[src/rtl/int_seq_if.sv]
// Signal bundle between the interrupt sequencer, the priority block,
// the CPU core and the memory port.
interface int_seq_if;
    // priority block
    logic        REQ;
    logic [15:0] ADDRInt;
    logic        RTI;
    // core status
    logic        INSTR_DONE;
    logic        RETI_DEC;
    logic [15:0] PC_IN;
    logic [15:0] SR_IN;
    logic [15:0] SP_IN;
    // memory port
    logic        MEM_RDY;
    logic [15:0] MEM_RDATA;
    logic        MEM_REQ;
    logic        MEM_WE;
    logic [15:0] MEM_ADDR;
    logic [15:0] MEM_WDATA;
    // core register updates
    logic [15:0] PC_OUT;
    logic        PC_WE;
    logic [15:0] SR_OUT;
    logic        SR_WE;
    logic [15:0] SP_OUT;
    logic        SP_WE;
    logic        CPU_HOLD;
    logic        IN_ISR;

    // sequencer side
    modport master (
        input  REQ, ADDRInt, INSTR_DONE, RETI_DEC, PC_IN, SR_IN, SP_IN,
               MEM_RDY, MEM_RDATA,
        output RTI, MEM_REQ, MEM_WE, MEM_ADDR, MEM_WDATA,
               PC_OUT, PC_WE, SR_OUT, SR_WE, SP_OUT, SP_WE, CPU_HOLD, IN_ISR
    );

    // environment side (priority block, core, memory)
    modport slave (
        output REQ, ADDRInt, INSTR_DONE, RETI_DEC, PC_IN, SR_IN, SP_IN,
               MEM_RDY, MEM_RDATA,
        input  RTI, MEM_REQ, MEM_WE, MEM_ADDR, MEM_WDATA,
               PC_OUT, PC_WE, SR_OUT, SR_WE, SP_OUT, SP_WE, CPU_HOLD, IN_ISR
    );
endinterface

[src/rtl/int_seq.sv]
// Interrupt entry/return sequencer.
//
// state       | meaning
// ------------+-----------------------------------------------------
// IDLE        | core runs; watch for RETI or an enabled request
// PUSH_PC     | write return PC to the stack
// PUSH_SR     | write status register to the stack, clear GIE
// FETCH_VEC   | read the vector and load PC
// POP_SR      | read saved SR from the stack
// POP_PC      | read saved PC from the stack
// RTI_OUT     | one-cycle release pulse to the priority block
module int_seq #(
    parameter int GIE_BIT = 3,
    parameter int DATA_W  = 16
) (
    input  logic       CLK,
    input  logic       RESET_N,
    int_seq_if.master  bus
);

    typedef enum logic [2:0] {
        S_IDLE, S_PUSH_PC, S_PUSH_SR, S_FETCH_VEC, S_POP_SR, S_POP_PC, S_RTI_OUT
    } state_t;

    localparam logic [DATA_W-1:0] ALIGN    = ~DATA_W'(1);
    localparam logic [DATA_W-1:0] TWO      = DATA_W'(2);
    localparam logic [DATA_W-1:0] GIE_MASK = DATA_W'(1) << GIE_BIT;

    state_t            state_q, state_d;
    logic [DATA_W-1:0] sp_q, sp_d, pc_q, pc_d, sr_q, sr_d, vec_q, vec_d;
    logic [DATA_W-1:0] pc_out_q, pc_out_d, sr_out_q, sr_out_d, sp_out_q, sp_out_d;
    logic              pc_we_q, pc_we_d, sr_we_q, sr_we_d, sp_we_q, sp_we_d;
    logic              in_isr_q, in_isr_d;
    logic              mem_req, mem_we;
    logic [DATA_W-1:0] mem_addr, mem_wdata;

    // State, working registers and registered core strobes.
    always_ff @(posedge CLK or negedge RESET_N) begin
        if (!RESET_N) begin
            state_q  <= S_IDLE;
            sp_q     <= '0;
            pc_q     <= '0;
            sr_q     <= '0;
            vec_q    <= '0;
            pc_out_q <= '0;
            sr_out_q <= '0;
            sp_out_q <= '0;
            pc_we_q  <= 1'b0;
            sr_we_q  <= 1'b0;
            sp_we_q  <= 1'b0;
            in_isr_q <= 1'b0;
        end else begin
            state_q  <= state_d;
            sp_q     <= sp_d;
            pc_q     <= pc_d;
            sr_q     <= sr_d;
            vec_q    <= vec_d;
            pc_out_q <= pc_out_d;
            sr_out_q <= sr_out_d;
            sp_out_q <= sp_out_d;
            pc_we_q  <= pc_we_d;
            sr_we_q  <= sr_we_d;
            sp_we_q  <= sp_we_d;
            in_isr_q <= in_isr_d;
        end
    end

    // Next state, memory request and strobe values; a memory state only
    // advances on an edge where MEM_RDY completes its transfer.
    always_comb begin
        state_d   = state_q;
        sp_d      = sp_q;
        pc_d      = pc_q;
        sr_d      = sr_q;
        vec_d     = vec_q;
        pc_out_d  = pc_out_q;
        sr_out_d  = sr_out_q;
        sp_out_d  = sp_out_q;
        pc_we_d   = 1'b0;
        sr_we_d   = 1'b0;
        sp_we_d   = 1'b0;
        in_isr_d  = in_isr_q;
        mem_req   = 1'b0;
        mem_we    = 1'b0;
        mem_addr  = '0;
        mem_wdata = '0;
        case (state_q)
            S_IDLE: begin
                if (bus.INSTR_DONE) begin
                    if (bus.RETI_DEC) begin
                        state_d = S_POP_SR;
                        sp_d    = bus.SP_IN & ALIGN;
                    end else if (bus.REQ && bus.SR_IN[GIE_BIT]) begin
                        state_d = S_PUSH_PC;
                        pc_d    = bus.PC_IN;
                        sr_d    = bus.SR_IN;
                        vec_d   = bus.ADDRInt & ALIGN;
                        sp_d    = (bus.SP_IN & ALIGN) - TWO;
                    end
                end
            end
            S_PUSH_PC: begin
                mem_req   = 1'b1;
                mem_we    = 1'b1;
                mem_addr  = sp_q;
                mem_wdata = pc_q;
                if (bus.MEM_RDY) begin
                    sp_out_d = sp_q;
                    sp_we_d  = 1'b1;
                    sp_d     = sp_q - TWO;
                    state_d  = S_PUSH_SR;
                end
            end
            S_PUSH_SR: begin
                mem_req   = 1'b1;
                mem_we    = 1'b1;
                mem_addr  = sp_q;
                mem_wdata = sr_q;
                if (bus.MEM_RDY) begin
                    sp_out_d = sp_q;
                    sp_we_d  = 1'b1;
                    sr_out_d = sr_q & ~GIE_MASK;
                    sr_we_d  = 1'b1;
                    state_d  = S_FETCH_VEC;
                end
            end
            S_FETCH_VEC: begin
                mem_req  = 1'b1;
                mem_addr = vec_q;
                if (bus.MEM_RDY) begin
                    pc_out_d = bus.MEM_RDATA;
                    pc_we_d  = 1'b1;
                    in_isr_d = 1'b1;
                    state_d  = S_IDLE;
                end
            end
            S_POP_SR: begin
                mem_req  = 1'b1;
                mem_addr = sp_q;
                if (bus.MEM_RDY) begin
                    sr_out_d = bus.MEM_RDATA;
                    sr_we_d  = 1'b1;
                    sp_d     = sp_q + TWO;
                    sp_out_d = sp_q + TWO;
                    sp_we_d  = 1'b1;
                    state_d  = S_POP_PC;
                end
            end
            S_POP_PC: begin
                mem_req  = 1'b1;
                mem_addr = sp_q;
                if (bus.MEM_RDY) begin
                    pc_out_d = bus.MEM_RDATA;
                    pc_we_d  = 1'b1;
                    sp_d     = sp_q + TWO;
                    sp_out_d = sp_q + TWO;
                    sp_we_d  = 1'b1;
                    state_d  = S_RTI_OUT;
                end
            end
            S_RTI_OUT: begin
                in_isr_d = 1'b0;
                state_d  = S_IDLE;
            end
            default: state_d = S_IDLE;
        endcase
    end

    assign bus.MEM_REQ   = mem_req;
    assign bus.MEM_WE    = mem_we;
    assign bus.MEM_ADDR  = mem_addr;
    assign bus.MEM_WDATA = mem_wdata;
    assign bus.PC_OUT    = pc_out_q;
    assign bus.PC_WE     = pc_we_q;
    assign bus.SR_OUT    = sr_out_q;
    assign bus.SR_WE     = sr_we_q;
    assign bus.SP_OUT    = sp_out_q;
    assign bus.SP_WE     = sp_we_q;
    assign bus.IN_ISR    = in_isr_q;
    assign bus.CPU_HOLD  = (state_q != S_IDLE);
    assign bus.RTI       = (state_q == S_RTI_OUT);

endmodule

[src/flat_wrapper.sv]
// flat-port wrapper written by rule: the top's interface ports become plain ports
module int_seq_flat 
#(
    parameter int GIE_BIT = 3,
    parameter int DATA_W  = 16
)
  (CLK, RESET_N, bus_REQ, bus_ADDRInt, bus_INSTR_DONE, bus_RETI_DEC, bus_PC_IN, bus_SR_IN, bus_SP_IN, bus_MEM_RDY, bus_MEM_RDATA, bus_RTI, bus_MEM_REQ, bus_MEM_WE, bus_MEM_ADDR, bus_MEM_WDATA, bus_PC_OUT, bus_PC_WE, bus_SR_OUT, bus_SR_WE, bus_SP_OUT, bus_SP_WE, bus_CPU_HOLD, bus_IN_ISR);
  int_seq_if bus_i ();
  input  logic CLK;
  input  logic RESET_N;
  input wire logic [$bits(bus_i.REQ)-1:0] bus_REQ;
  input wire logic [$bits(bus_i.ADDRInt)-1:0] bus_ADDRInt;
  input wire logic [$bits(bus_i.INSTR_DONE)-1:0] bus_INSTR_DONE;
  input wire logic [$bits(bus_i.RETI_DEC)-1:0] bus_RETI_DEC;
  input wire logic [$bits(bus_i.PC_IN)-1:0] bus_PC_IN;
  input wire logic [$bits(bus_i.SR_IN)-1:0] bus_SR_IN;
  input wire logic [$bits(bus_i.SP_IN)-1:0] bus_SP_IN;
  input wire logic [$bits(bus_i.MEM_RDY)-1:0] bus_MEM_RDY;
  input wire logic [$bits(bus_i.MEM_RDATA)-1:0] bus_MEM_RDATA;
  output wire logic [$bits(bus_i.RTI)-1:0] bus_RTI;
  output wire logic [$bits(bus_i.MEM_REQ)-1:0] bus_MEM_REQ;
  output wire logic [$bits(bus_i.MEM_WE)-1:0] bus_MEM_WE;
  output wire logic [$bits(bus_i.MEM_ADDR)-1:0] bus_MEM_ADDR;
  output wire logic [$bits(bus_i.MEM_WDATA)-1:0] bus_MEM_WDATA;
  output wire logic [$bits(bus_i.PC_OUT)-1:0] bus_PC_OUT;
  output wire logic [$bits(bus_i.PC_WE)-1:0] bus_PC_WE;
  output wire logic [$bits(bus_i.SR_OUT)-1:0] bus_SR_OUT;
  output wire logic [$bits(bus_i.SR_WE)-1:0] bus_SR_WE;
  output wire logic [$bits(bus_i.SP_OUT)-1:0] bus_SP_OUT;
  output wire logic [$bits(bus_i.SP_WE)-1:0] bus_SP_WE;
  output wire logic [$bits(bus_i.CPU_HOLD)-1:0] bus_CPU_HOLD;
  output wire logic [$bits(bus_i.IN_ISR)-1:0] bus_IN_ISR;
  assign bus_i.REQ = bus_REQ;
  assign bus_i.ADDRInt = bus_ADDRInt;
  assign bus_i.INSTR_DONE = bus_INSTR_DONE;
  assign bus_i.RETI_DEC = bus_RETI_DEC;
  assign bus_i.PC_IN = bus_PC_IN;
  assign bus_i.SR_IN = bus_SR_IN;
  assign bus_i.SP_IN = bus_SP_IN;
  assign bus_i.MEM_RDY = bus_MEM_RDY;
  assign bus_i.MEM_RDATA = bus_MEM_RDATA;
  assign bus_RTI = bus_i.RTI;
  assign bus_MEM_REQ = bus_i.MEM_REQ;
  assign bus_MEM_WE = bus_i.MEM_WE;
  assign bus_MEM_ADDR = bus_i.MEM_ADDR;
  assign bus_MEM_WDATA = bus_i.MEM_WDATA;
  assign bus_PC_OUT = bus_i.PC_OUT;
  assign bus_PC_WE = bus_i.PC_WE;
  assign bus_SR_OUT = bus_i.SR_OUT;
  assign bus_SR_WE = bus_i.SR_WE;
  assign bus_SP_OUT = bus_i.SP_OUT;
  assign bus_SP_WE = bus_i.SP_WE;
  assign bus_CPU_HOLD = bus_i.CPU_HOLD;
  assign bus_IN_ISR = bus_i.IN_ISR;
  int_seq #(.GIE_BIT(GIE_BIT), .DATA_W(DATA_W)) u_core (.CLK(CLK), .RESET_N(RESET_N), .bus(bus_i));
endmodule
[config.mk]
export PLATFORM = sky130hd
export DESIGN_NAME = int_seq_flat
export DESIGN_NICKNAME = d
export VERILOG_FILES = /design/src/rtl/int_seq_if.sv /design/src/rtl/int_seq.sv /design/src/flat_wrapper.sv
export SDC_FILE = /design/constraint.sdc
export NUM_CORES = 1
export LEC_CHECK = 0
export BUFFER_PORTS_ARGS = -buffer_cell sky130_fd_sc_hd__buf_2
export CAP_MARGIN = 20
export CORE_MARGIN = 8
export CORE_UTILIZATION = 52
export DETAILED_ROUTE_END_ITERATION = 10
export GPL_ROUTABILITY_DRIVEN = 0
export HOLD_SLACK_MARGIN = 0.02
export PLACE_DENSITY_LB_ADDON = 0.3
export SLEW_MARGIN = 30
export SYNTH_ARGS = -nofsm -noshare
export SYNTH_HDL_FRONTEND = slang
export SYNTH_SLANG_ARGS = --single-unit
[constraint.sdc]
create_clock -name CLK -period 2.6 [get_ports CLK]
set_input_delay 0.39 -clock CLK [delete_from_list [all_inputs] [get_ports CLK]]
set_output_delay 0.39 -clock CLK [all_outputs]
set_load 0.1 [all_outputs]
======== After elaboration in Yosys (flattened, before gate mapping) ========
Index checks and enable logic that the tools add are counted.
word-level totals
  bits in registers ....................... 118
  input port bits ......................... 86
  output and inout bits ................... 88
  logic and storage cells ................. 81
cells by class
  multiplexer cells ....................... 30
  add/sub/neg operators ................... 3
  bitwise operators ....................... 1
  equal/unequal tests ..................... 15
  reductions and logical operators ........ 20
operator list
  cell                                                    count
  two-way mux 16 bit                                      8
  one-hot mux 16 bit (2 select lines)                     4
  one-hot mux 16 bit (3 select lines)                     1
  subtractor 16 x 2 -> 16 bit (second input constant)     2
  two-way mux 3 bit                                       8
  one-hot mux 3 bit (6 select lines)                      1
  adder 16 x 2 -> 16 bit (second input constant)          1
  inequality test 2 bit (second input constant)           6
  equality test 3 bit (second input constant)             3
  OR reduction 2 bit                                      4
  two-way mux 1 bit                                       7
  AND reduction 7 bit                                     1
  equality test 3 x 2 -> 1 bit (second input constant)    2
  AND reduction 3 bit                                     2
  nonzero test 2 bit                                      3
  nonzero test 3 bit                                      2
  AND reduction 5 bit                                     1
  OR reduction 5 bit                                      1
  inequality test 2 x 1 -> 1 bit (second input constant)  2
  AND reduction 2 bit                                     2
  AND reduction 4 bit                                     1
  OR reduction 4 bit                                      1
  equality test 3 x 1 -> 1 bit (second input constant)    1
  logical NOT 3 bit                                       1
  4 further kinds                                         4

======== Logic depth before layout (Yosys ltp) ========
Gate-level depths: netlist (run 1).
  word-level depth ........................ 5
  mapped depth ............................ 8
  mapped depth without buffers ............ 7

======== Least setup slack after synthesis (run 1) ========
Ideal clock, no wire load.
  kind .................................... reg-to-output
  from .................................... register u_core.state_q[2]
  to ...................................... output bus_MEM_WE
  data required time ...................... 2.210 ns
  buffers on the path ..................... 0
  arrival ................................. 2.694 ns
  cell stages (with the launch flop) ...... 3
  path slack .............................. -0.484 ns
  path through ............................ dfrtp_1 > nand2b_1 > o21ai_0
on the way
  word-level cells in the longest chain between the ends .. 3
  elaborated cells on any way between the ends .. 4
  classes of those cells .................. eq/ne (2); mux (1); reduce/logical (1)
ends and longest elaborated chain
  what                                                                          line                text
  start, declared                                                               int_seq.sv:29       state_t state_q, state_d;
  start signal, assigned                                                        int_seq.sv:53       state_q <= state_d;
  equality test 3 x 1 -> 1 bit or equality test 3 x 2 -> 1 bit (tied branches)  int_seq.sv:87       case (state_q)
  OR reduction 2 bit (no source line) (*)                                       --
  two-way mux 1 bit (*)                                                         int_seq.sv:87
  end, declared                                                                 flat_wrapper.sv:22  output wire logic [$bits(bus_i.MEM_WE)-1:0] bus_MEM_WE;
Every way passes the cells marked *; elsewhere a longest branch is shown, timed or not.

======== Final worst setup path (run 1) ========
  from .................................... register u_core.state_q[2]
  to ...................................... output bus_MEM_REQ
on the way
  word-level cells in the longest chain between the ends .. 3
  elaborated cells on any way between the ends .. 7
  classes of those cells .................. eq/ne (5); mux (1); reduce/logical (1)
ends and longest elaborated chain
  what                                                        line                text
  equality test 3 x 1 -> 1 bit, or another cell as far along  int_seq.sv:87
  OR reduction 5 bit (no source line) (*)                     --
  two-way mux 1 bit (*)                                       int_seq.sv:87
  end, declared                                               flat_wrapper.sv:21  output wire logic [$bits(bus_i.MEM_REQ)-1:0] bus_MEM_REQ;
Marks and branches as above.

==> metrics.txt, run 1 <==
status finished, final reports clean; IO Port Bufs 169; part of the cycle the worst path needs 0.939; WP data arrival 2.05 ns; Num CTS Buffers 17; initial antenna violation count 0; synth-to-layout area growth 34.9%; H-tree depth 4; die height 124 µm; WS Path Type reg2out; vias per cell 5.88; CTS tree done; Routed WL 17800 µm; clk buf depth 2; First-pass DRT Iterations 6; mapped cell area 6020 µm²; crit-path max cell delay 0.52 ns; drt drc 0; endpoint class of the critical path primary output; Initial DRC Count 533; flops & latches, synth 116; worst-skew pair later-pin latency 0.41 ns; Netlist cell types 61; final hold viol count 0; Tightest Pin Transition 0.799 ns; Total Routing Usage GR 0.232; vias in the first global route 5394; crit path cell chain nor3_2, nor2_1, buf_4, or2_2, buf_12; Synth Area per Inst 10.4 µm²; Root Driver clkbuf_16; Worst-path clk slew 0.06 ns; Critical-path top delay cell dfrtp_1; boundary pin count 174; hold crit path type in2async; Worst Path Max Fanout 19; fmax 410 MHz; startpoint types flop; Final setup viols 0; share of layout cells above drive strength 1 0.417; Critical Path RT 2.21 ns; die area 15300 µm²; Wirelength per Cell 19.7 µm; Hold Buf Count CTS 0; CTS-repair resized insts 0; RSZ-0062 raised after global routing false; Total Neg Setup Slack 0 ns; fill count 795; HPWL after DPL 13100 µm; multi-input combinational cell area 2920 µm²; Worst slew margin 0.463; final setup skew 0.0115 ns; Nets 835; Max Cap Violations 0; routed vias 5300; gate count of the mapped netlist 581; antenna-violating nets left 0; ant diodes 0; number of setup buffers added after CTS 0; fin crit period 2.44 ns; Initial Util 0.530; top_reg_cell synth dfrtp_1; Post-synth EDFFs 0; FFs w/ async S/R, synth 1.00; Site Rows 39; Register Area 2900 µm²; chip width 124 µm; Syn. warnings 0; core footprint 11400 µm²; clock sink total 116; fin. max-slew vios 0; gr ovfl total 0; register area share after synthesis 0.482; largest net degree at the start of global routing 56; first-pass GRT wire length 27700 µm
## sequential cells by signal (all words and copies together), names as in the netlist
register and count:
u_core.sp_q 15, u_core.bus.PC_WE 1, u_core.pc_q 16, u_core.bus.SR_WE 1, u_core.vec_q 15, u_core.bus.SR_OUT 16
u_core.sr_q 16, u_core.bus.SP_OUT 15, u_core.bus.SP_WE 1, u_core.bus.IN_ISR 1, u_core.bus.PC_OUT 16, u_core.state_q 3
## layout make-up
cell class,instances,share of cell area
multi-input cells,407,0.360
clock buffers,20,0.0538
flip-flops and latches,116,0.357
clock inverters,12,0.0163
repair buffers,190,0.185
well taps,143,0.0220
inverters,13,0.00601
## per-layer routing
layer | vias up | wire length, µm | global-route usage
met5 | - | 0 | 0
met1 | 2530 | 6810 | 0.273
li1 | 2447 | - | -
met2 | 278 | 8900 | 0.392
met3 | 45 | 1570 | 0.0626
met4 | 0 | 493 | 0.103
## Yosys cell counts (2+ instances only)
master,instances,share of area
or3_1,6,0.0062
nand2b_1,4,0.0042
o21ai_1,24,0.020
a22o_1,32,0.047
or4_1,3,0.0037
nand3_1,11,0.0091
clkbuf_1,32,0.020
nor4_1,12,0.012
dfrtp_1,116,0.48
nand4b_1,2,0.0029
nand4_1,6,0.0062
ha_1,4,0.0083
nor2_1,33,0.021
buf_2,7,0.0058
buf_4,2,0.0025
buf_1,3,0.0019
mux2i_1,16,0.027
a31oi_1,7,0.0073
o32ai_1,2,0.0029
or3b_1,2,0.0029
nor3_1,11,0.0091
xor2_1,16,0.023
buf_6,2,0.0037
o221ai_1,2,0.0029
inv_1,13,0.0081
o211ai_1,3,0.0037
or2_2,2,0.0021
a32oi_1,2,0.0029
a21oi_1,20,0.017
mux2_2,62,0.12
xnor2_1,11,0.016
nand2_1,49,0.031
o21ai_0,32,0.027
nor3_2,2,0.0033
a32o_1,2,0.0033
o22ai_1,2,0.0021
o31ai_1,2,0.0025
## cells by family after synthesis
logic type               Yosys count  synth area share
multiplexers                      78             0.143
adder cells (fa/ha/maj)            4           0.00831
AO/OA/AOI/OAI                    144             0.159
AND/OR/NAND/NOR                  152             0.126
buffers and inverters             59            0.0420
XOR/XNOR                          27            0.0393
flip-flops                       116             0.482
other                              1          0.000623
## metrics by stage
stage / setup slack [ns] / hold WS [ns] / utilization / std cells / area, µm²
final: 0.158 / 0.0280 / 0.714 / 901 / 8120
after detailed placement: 0.400 / 0.468 / 0.664 / 869 / 7550
after CTS: 0.0485 / 0.0495 / 0.714 / 901 / 8120
after floorplan: -0.00414 / 0.0944 / - / 582 / 6050
after global routing: 0.0185 / 0.0750 / 0.714 / 901 / 8120
after global placement: 0.425 / 0.454 / 0.664 / 869 / 7550
## cell usage in the layout (no fill, tap or decap), types with 13 or more instances in the layout
master,Yosys,layout
buf_2,7,136
dfrtp_1,116,116
mux2_2,62,62
nand2_1,49,49
buf_12,0,33
nor2_1,33,31
o21ai_0,32,31
o21ai_1,24,24
buf_4,2,21
a22o_2,0,20
a21oi_1,20,19
clkbuf_16,0,17
xor2_1,16,16
mux2i_1,16,16
inv_1,13,13
## worst max-delay path, delay by kind of cell (launching register included)
kind | cells | cell delay, ns
and+or+nand+nor | 3 | 0.74
DFF | 1 | 0.52
buffers and inverters | 2 | 0.38
## path summary, 6_finish.rpt
path                                       from              endpoint  slack, ns  cells after the start
max                           u_core.state_q[2]           bus_MEM_REQ       0.16                      5
min                                     RESET_N  u_core.bus.PC_OUT[1]       0.03                      1
max reg2reg                      u_core.sp_q[6]       u_core.sp_q[15]       0.44                      5
min reg2reg                u_core.bus.SP_OUT[4]  u_core.bus.SP_OUT[4]       0.48                      2
max in group asynchronous               RESET_N      u_core.bus.SP_WE       1.77                      2
min in group CLK                bus_ADDRInt[12]      u_core.vec_q[12]       0.21                      2
Power of run 1 is not shown: default switching activity piles up to over one toggle a cycle in this logic, so the estimate is an artifact.
==> run 2, diff against run 1 <==
--- a/config.mk
+++ b/config.mk
@@ -5,11 +5,11 @@
 export SDC_FILE = /design/constraint.sdc
 export NUM_CORES = 1
 export LEC_CHECK = 0
-export BUFFER_PORTS_ARGS = -buffer_cell sky130_fd_sc_hd__buf_2
 export CAP_MARGIN = 20
 export CORE_MARGIN = 8
-export CORE_UTILIZATION = 52
+export CORE_UTILIZATION = 60
 export DETAILED_ROUTE_END_ITERATION = 10
+export DONT_BUFFER_PORTS = 1
 export GPL_ROUTABILITY_DRIVEN = 0
 export HOLD_SLACK_MARGIN = 0.02
 export PLACE_DENSITY_LB_ADDON = 0.3
==> run 2 against run 1 <==
- the run now ends with hold timing left
- via count is 1.9% lower
- non-clock buffer count is 103 lower
- routed wire length is 6.6% higher
- critical path depth is 1 higher
- largest cell class unchanged
- highest routed layer unchanged
==> metrics.txt, run 2 (same netlist as run 1, synthesis figures left out) <==
status complete, but fails checks; Final setup viols 0 (unchanged); Worst Hold Margin -0.420 ns (-0.448 ns); Max Cap Violations 0 (unchanged); clock sink total 116 (unchanged); Wirelength per Cell 24.0 µm (+22%); HPWL after DPL 12700 µm (-2.8%); first-pass GRT wire length 28200 µm (+1.6%); share of layout cells above drive strength 1 0.292 (-0.125); Critical Path RT 2.21 ns (about the same); chip width 116 µm (-6.0%); FF-to-FF path depth 7 (+2); WP data arrival 2.12 ns (+0.07 ns); WL met2 9700 µm (+9.1%); Root Driver clkbuf_8; routed vias 5198 (-1.9%); die area 13500 µm² (-12%); clk buf depth 2 (unchanged); fmax 398 MHz (-2.9%); synth-to-layout area growth 29.8%; largest net degree at the start of global routing 117 (+110%); Worst slew margin 0.353 (-0.111); CTS tree done; vias in the first global route 5267 (-2.4%); Initial Util 0.616 (+0.0864); hold crit path type in2async; fin. max-slew vios 0 (unchanged); Total Neg Setup Slack 0 ns (unchanged); Routed WL 18900 µm (+6.6%); Initial DRC Count 687 (+29%); initial antenna violation count 0 (unchanged); boundary pin count 174 (unchanged); Site Rows 36 (-7.7%); Metal-1 WL 6440 µm (-5.4%); final setup skew 0.0105 ns (-0.000977 ns); core footprint 9770 µm² (-14%); final core utilization 0.800 (+0.0852); fin crit period 2.51 ns (+0.0723 ns); First-pass DRT Iterations 5 (-1); flop2flop setup slack 0.21 ns (-0.23 ns); vias per cell 6.60 (+12%); final hold viol count 116 (+116); startpoint types flop; Crit Reg-Reg Startpoint u_core.state_q[2]; Tightest Pin Transition 0.971 ns (+0.172 ns); FF-to-FF End u_core.sp_q[13]; Worst-path clk slew 0.06 ns (about the same); final instance area 7820 µm² (-3.8%); IO Port Bufs 0 (-100%); Num CTS Buffers 17 (unchanged); Worst Path Max Fanout 17 (-2); top sig layer met4; metal3 WL 1860 µm (+18%); endpoint class of the critical path primary output; H-tree depth 4 (unchanged); part of the cycle the worst path needs 0.967 (+0.0278); failing checks hold timing; RSZ-0062 raised after global routing false; die height 116 µm (-6.0%); most frequent cells in the layout 116 x dfrtp_1, 62 x mux2_2, 49 x nand2_1; ant diodes 0 (unchanged); commonest non-fill, non-tap cell in the layout dfrtp_1; Nets 732 (-12%); WS Path Type reg2out; gr ovfl total 0 (unchanged); antenna-violating nets left 0 (unchanged); worst-skew pair later-pin latency 0.51 ns (+0.10 ns); dpl cell area 6860 µm² (-9.1%); drt drc 0 (unchanged); Total Routing Usage GR 0.272 (+0.0398)
run 2: cell type report:
type | instances | area, µm²
clock buffers | 20 | 445
repair buffers | 87 | 1150
multi-input cells | 407 | 2950
fillers | 557 | 1960
well taps | 133 | 166
clock inverters | 12 | 154
inverters | 13 | 48.8
flip-flops and latches | 116 | 2900
run 2: worst max path at each step:
stage | startpoint | end | slack (ns) | depth (start not counted)
3_3_place_gp | u_core.state_q[2] | bus_MEM_ADDR[9] | 0.27 | 4
2_1_floorplan | u_core.state_q[0] | bus_MEM_WDATA[0] | -0.004 | 4
4_1_cts | u_core.state_q[2] | bus_MEM_REQ | 0.04 | 4
5_1_grt | u_core.state_q[2] | bus_MEM_WDATA[3] | 0.02 | 6
3_5_place_dp | u_core.state_q[2] | u_core.sp_q[13] | 0.35 | 7
6_report | u_core.state_q[2] | bus_MEM_ADDR[3] | 0.09 | 6
run 2: repair_timing:
item | CTS | global route
hold endpoints to repair | 132 | 130
resized for setup | 2 | 9
setup buffers | 0 | 2
setup endpoints to repair | 11 | 27
pin swaps | 0 | 2
hold buffers | 16 | 14
cloned | 0 | 1
run 2: layer usage:
layer	vias up	global-route usage
met5	-	0
met3	91	0.0776
met1	2522	0.284
met2	337	0.479
met4	0	0.164
li1	2248	-
run 2: worst max-delay path: stages, from the launching register on:
cell and delay (ns):
dfrtp_1 0.40, buf_4 0.19, nand2b_2 0.24, nor2_1 0.16, buf_6 0.20, a22o_1 0.23
buf_12 0.19
run 2: stage by stage:
step | hold slack, ns | std cells | worst slack [ns]
after global routing | -0.449 | 788 | 0.0187
after detailed placement | 0.0975 | 723 | 0.346
after floorplan | 0.0944 | 582 | -0.00414
after global placement | 0.0976 | 723 | 0.265
final | -0.420 | 788 | 0.0861
after CTS | -0.438 | 771 | 0.0351
Power of run 2 is left out for the same reason.
